--- src/rtl/vending_machine_param.sv ---
// rtl/vending_machine_param.sv - parametrised vending controller with refund, stock and restock
module vending_machine_param #(
    parameter int PRICE     = 3,
    parameter int VAL_C1    = 1,
    parameter int VAL_C2    = 2,
    parameter int VAL_C3    = 10,
    parameter int STOCK_MAX = 8,
    parameter int CHG_W     = 4,
    parameter int STK_W     = 4
) (
    input  logic             clk,
    input  logic             rstn,
    input  logic [1:0]       coin,
    input  logic             cancel,
    input  logic             restock,
    output logic             sell,
    output logic [CHG_W-1:0] change,
    output logic             change_vld,
    output logic [CHG_W-1:0] credit,
    output logic [STK_W-1:0] stock,
    output logic             sold_out
);
    typedef enum logic [1:0] {IDLE, COLLECT, EMPTY} state_t;

    localparam logic [CHG_W:0]   PRICE_W = (CHG_W+1)'(PRICE);
    localparam logic [CHG_W:0]   V1      = (CHG_W+1)'(VAL_C1);
    localparam logic [CHG_W:0]   V2      = (CHG_W+1)'(VAL_C2);
    localparam logic [CHG_W:0]   V3      = (CHG_W+1)'(VAL_C3);
    localparam logic [STK_W-1:0] FULL    = STK_W'(STOCK_MAX);
    localparam logic [STK_W-1:0] ONE     = STK_W'(1);

    state_t           state, state_n;
    logic [CHG_W:0]   v, sum;
    logic [CHG_W-1:0] credit_n, change_n;
    logic [STK_W-1:0] stock_n;
    logic             sell_n, vld_n;

    always_comb begin
        case (coin)
            2'b01:   v = V1;
            2'b10:   v = V2;
            2'b11:   v = V3;
            default: v = '0;
        endcase
    end

    // One extra bit so a large coin on top of credit cannot wrap before the price compare
    assign sum = {1'b0, credit} + v;

    always_comb begin
        state_n  = state;
        credit_n = credit;
        stock_n  = stock;
        change_n = '0;
        sell_n   = 1'b0;
        vld_n    = 1'b0;
        case (state)
            EMPTY: begin
                if (v != '0) begin
                    vld_n    = 1'b1;
                    change_n = CHG_W'(v);
                end
                if (restock) begin
                    stock_n = FULL;
                    state_n = IDLE;
                end
            end
            default: begin
                if (cancel) begin
                    vld_n    = 1'b1;
                    change_n = CHG_W'(sum);
                    credit_n = '0;
                    state_n  = IDLE;
                end else if (sum >= PRICE_W) begin
                    sell_n   = 1'b1;
                    vld_n    = 1'b1;
                    change_n = CHG_W'(sum - PRICE_W);
                    credit_n = '0;
                    stock_n  = stock - ONE;
                    state_n  = (stock == ONE) ? EMPTY : IDLE;
                end else if (v != '0) begin
                    credit_n = CHG_W'(sum);
                    state_n  = COLLECT;
                end
                // Restock wins over a same-cycle decrement, so the machine never empties here
                if (restock) begin
                    stock_n = FULL;
                    if (state_n == EMPTY) state_n = IDLE;
                end
            end
        endcase
    end

    always_ff @(posedge clk) begin
        if (!rstn) begin
            state      <= IDLE;
            credit     <= '0;
            stock      <= FULL;
            sold_out   <= 1'b0;
            sell       <= 1'b0;
            change     <= '0;
            change_vld <= 1'b0;
        end else begin
            state      <= state_n;
            credit     <= credit_n;
            stock      <= stock_n;
            sold_out   <= (stock_n == '0);
            sell       <= sell_n;
            change     <= change_n;
            change_vld <= vld_n;
        end
    end
endmodule

--- config.mk ---
export PLATFORM = sky130hd
export DESIGN_NAME = vending_machine_param
export DESIGN_NICKNAME = d
export VERILOG_FILES = /design/src/rtl/vending_machine_param.sv
export SDC_FILE = /design/constraint.sdc
export NUM_CORES = 1
export LEC_CHECK = 0
export BUFFER_PORTS_ARGS = -buffer_cell sky130_fd_sc_hd__buf_2
export CAP_MARGIN = 20
export CORE_ASPECT_RATIO = 1.1
export CORE_MARGIN = 3
export CORE_UTILIZATION = 40
export DETAILED_ROUTE_END_ITERATION = 8
export PLACE_DENSITY = 0.71
export SYNTH_ARGS = -nofsm -noshare
export SYNTH_HDL_FRONTEND = slang
export SYNTH_SLANG_ARGS = --single-unit
--- constraint.sdc ---
create_clock -name clk -period 2.7 [get_ports clk]
set_input_delay 0.675 -clock clk [delete_from_list [all_inputs] [get_ports clk]]
set_output_delay 0.675 -clock clk [all_outputs]
set_load 0.01 [all_outputs]
==> impl_metrics.yaml <==
setup_path:
  reg2reg_to: "credit[0]"
  cp_max_fo: 6
  crit_arrival_ns: 2.76
  reg2reg_from: "credit[0]"
  crit_start: "coin[1]"
  reg2reg_slack_ns: 0.33
  endpoint_kind: "flop"
  worstPathRequired_ns: 2.87
  reg2reg_depth: 8
  startpoint_type: "primary input"
  critPathKind: "in -> reg"
global_routing:
  antenna_found_initial: 0
  grt_use_total_pct: 16.93
  grt_pass1_wl_um: 3912
  grt_pass1_vias: 942
  grt_max_degree: 14
  grt_overflow: 0
synthesis:
  syn_nets: 123
  synthTopCellsByArea: "dfxtp_1, ha_1, mux2i_1"
  synth_seq_area_share_pct: 34.47
  avgSynthCellArea_um2: 8.975
  yosys.area.top_type: "dfxtp_1"
  synthArstFlopShare_pct: 0
  synth-main-ff-cell: "dfxtp_1"
  netlist_instances: 110
  synth_top_area_share_pct: 34.47
  ys.warnings.count: 0
  ys_seq_elements: 17
  netlist_area_um2: 987.2
  synth_edf_count: 0
  synth.distinct_cells: 39
timing:
  period_needed_ns: 2.583
  rsz0062_at_grt: "no"
  hold_viol: 0
  finClkSkew_ns: 0.005639
  tightest_slew_ns: 0.4737
  finalSetupViolations: 0
  max_slew_margin_pct: 68.42
  drv_slew: 0
  fin_ws_ns: 0.1175
  fmax_ghz: 0.3872
  fin_tns_setup_ns: 0
  min_period_over_period_pct: 95.65
clock_tree:
  clockBufferDepth: 2
  cts_tree: "built"
  cts-buffers-inserted: 3
  ctsHoldBuffers: 0
  clock_latency_ns: 0.29
  clkSlewWorstSetupHoldPaths_ns: 0.09
  cts.sinks: 17
  h-tree-depth: 1
  clockRootBuffer: "clkbuf_4"
floorplanning:
  start_util_pct: 42.97
  pin_count: 21
  dieArea_um2: 3101
  placementRows: 18
  core_area_um2: 2297
  fp.dieW_um: 53.37
  die_h_um: 58.11
worst_hold_path:
  hp-start: "credit[3]"
  hold_depth: 1
  hold_path_class: "reg -> reg"
  worst_hold_path.endpoint: "credit[3]"
place:
  gp_congestion: 0.8788
  dp.cells: 165
  io_buffer_count: 20
  pre_cts_slack_ns: -0.2485
  dp_hpwl_um: 1864
cells_and_area:
  layout-drive-gt1-share_pct: 33.09
  final_cell_mix: "buf_2, dfxtp_1, nand2_1, buf_4"
  nFillCells: 235
  final_cell_count_no_fill: 169
  area_growth_pct: 27.00
  nets: 153
  layout_commonest_cell: "buf_2"
  finish.utilization_pct: 54.58
  antenna_cells: 0
routing:
  drtIter0Drc: 36
  via_per_inst: 5.521
  num_vias: 933
  totalWireLength_um: 2317
  drtAntennaViolNets: 0
  remaining_drc_errors: 0
  drt_pass1_iterations: 4
  wl_per_cell_um: 13.71
power:
  p_leak_uw: 0.0005715
  power.density_nw_per_um2: 425.1
  finalPower_uw: 532.9
  vdd_drop_max_mv: 0.3379
outcome:
  status: "finished clean"
job:
  drv_cap: 0
==> power by group <==
group	switching [uW]	total, uW	leakage [uW]	internal, uW
Sequential	6.76	268	0.000139	262
Clock	76.5	134	0.0000150	57.5
Combinational	68.5	130	0.000418	61.9
Total	152	533	0.000571	381
==> metal layers <==
layer | global-route usage [%] | share of wire [%] | up-vias
li1 | - | - | 462
met1 | 19.30 | 43 | 444
met5 | 0 | 0 | -
met2 | 28.20 | 51 | 21
met3 | 5.398 | 4.4 | 6
met4 | 7.664 | 2.0 | 0
==> cells by family after synthesis <==
logic type | synth area share (%)
compound gates | 22.31
xor+xnor | 2.662
fa+ha+maj | 9.632
buf+inv | 4.182
flops | 34.47
mux | 5.070
simple gates | 21.67
==> flip-flops by register name (all words and copies together), names as in the netlist <==
signal      count
change          4
credit          4
stock           4
state           2
change_vld      1
sell            1
sold_out        1
==> cell type report <==
type | instances | area (um^2) | share of cell area [%]
clock buffers | 4 | 26.28 | 2.096
repair buffers | 30 | 175.2 | 13.97
well taps | 30 | 37.54 | 2.994
flip-flops and latches | 17 | 340.3 | 27.15
inverters | 4 | 15.01 | 1.198
multi-input cells | 84 | 659.4 | 52.59
==> synthesized netlist by cell type (2+ instances only) <==
master	number
nor2_1	5
nor2b_1	3
mux2i_1	5
o21ai_0	3
clkbuf_1	4
a21oi_1	6
nor3_1	2
nor3b_1	2
a211o_1	2
or2_2	2
inv_1	4
nand3_1	4
nand2b_1	3
xnor2_1	2
nand2_1	12
a31oi_1	3
and2_1	3
dfxtp_1	17
ha_1	6
o32ai_1	2
or3_1	2
==> how the worst max path moves through the flow <==
stage / end / slack (ns) / cells past startpoint
CTS: credit[0] / 0.07 / 10
floorplan: credit[1] / 0.02 / 9
detailed placement: credit[0] / -0.25 / 10
global route: credit[0] / 0.02 / 10
global placement: state[1] / -0.15 / 10
finish: credit[0] / 0.12 / 10
==> critical path, stage by stage <==
cell	delay, ns
buf_2	0.12
nor2b_4	0.13
ha_4	0.14
fa_2	0.46
ha_4	0.18
a211o_1	0.27
a221oi_4	0.27
buf_4	0.20
a31oi_2	0.12
o32ai_1	0.19
==> through the flow <==
step                instance area [um^2]  hold slack, ns
global placement                    1216          0.4738
global route                        1254          0.5435
detailed placement                  1216          0.4999
CTS                                 1242          0.5139
finish                              1254          0.5144
floorplan                           1030          0.5027
==> what timing repair did <==
action	4_1_cts	5_1_grt
setup endpoints to repair	0	3
resized for setup	0	1
buffers inserted	0	0
endpoints found under the hold margin	0	0
Note: power is estimated with default switching activity, not from simulation.
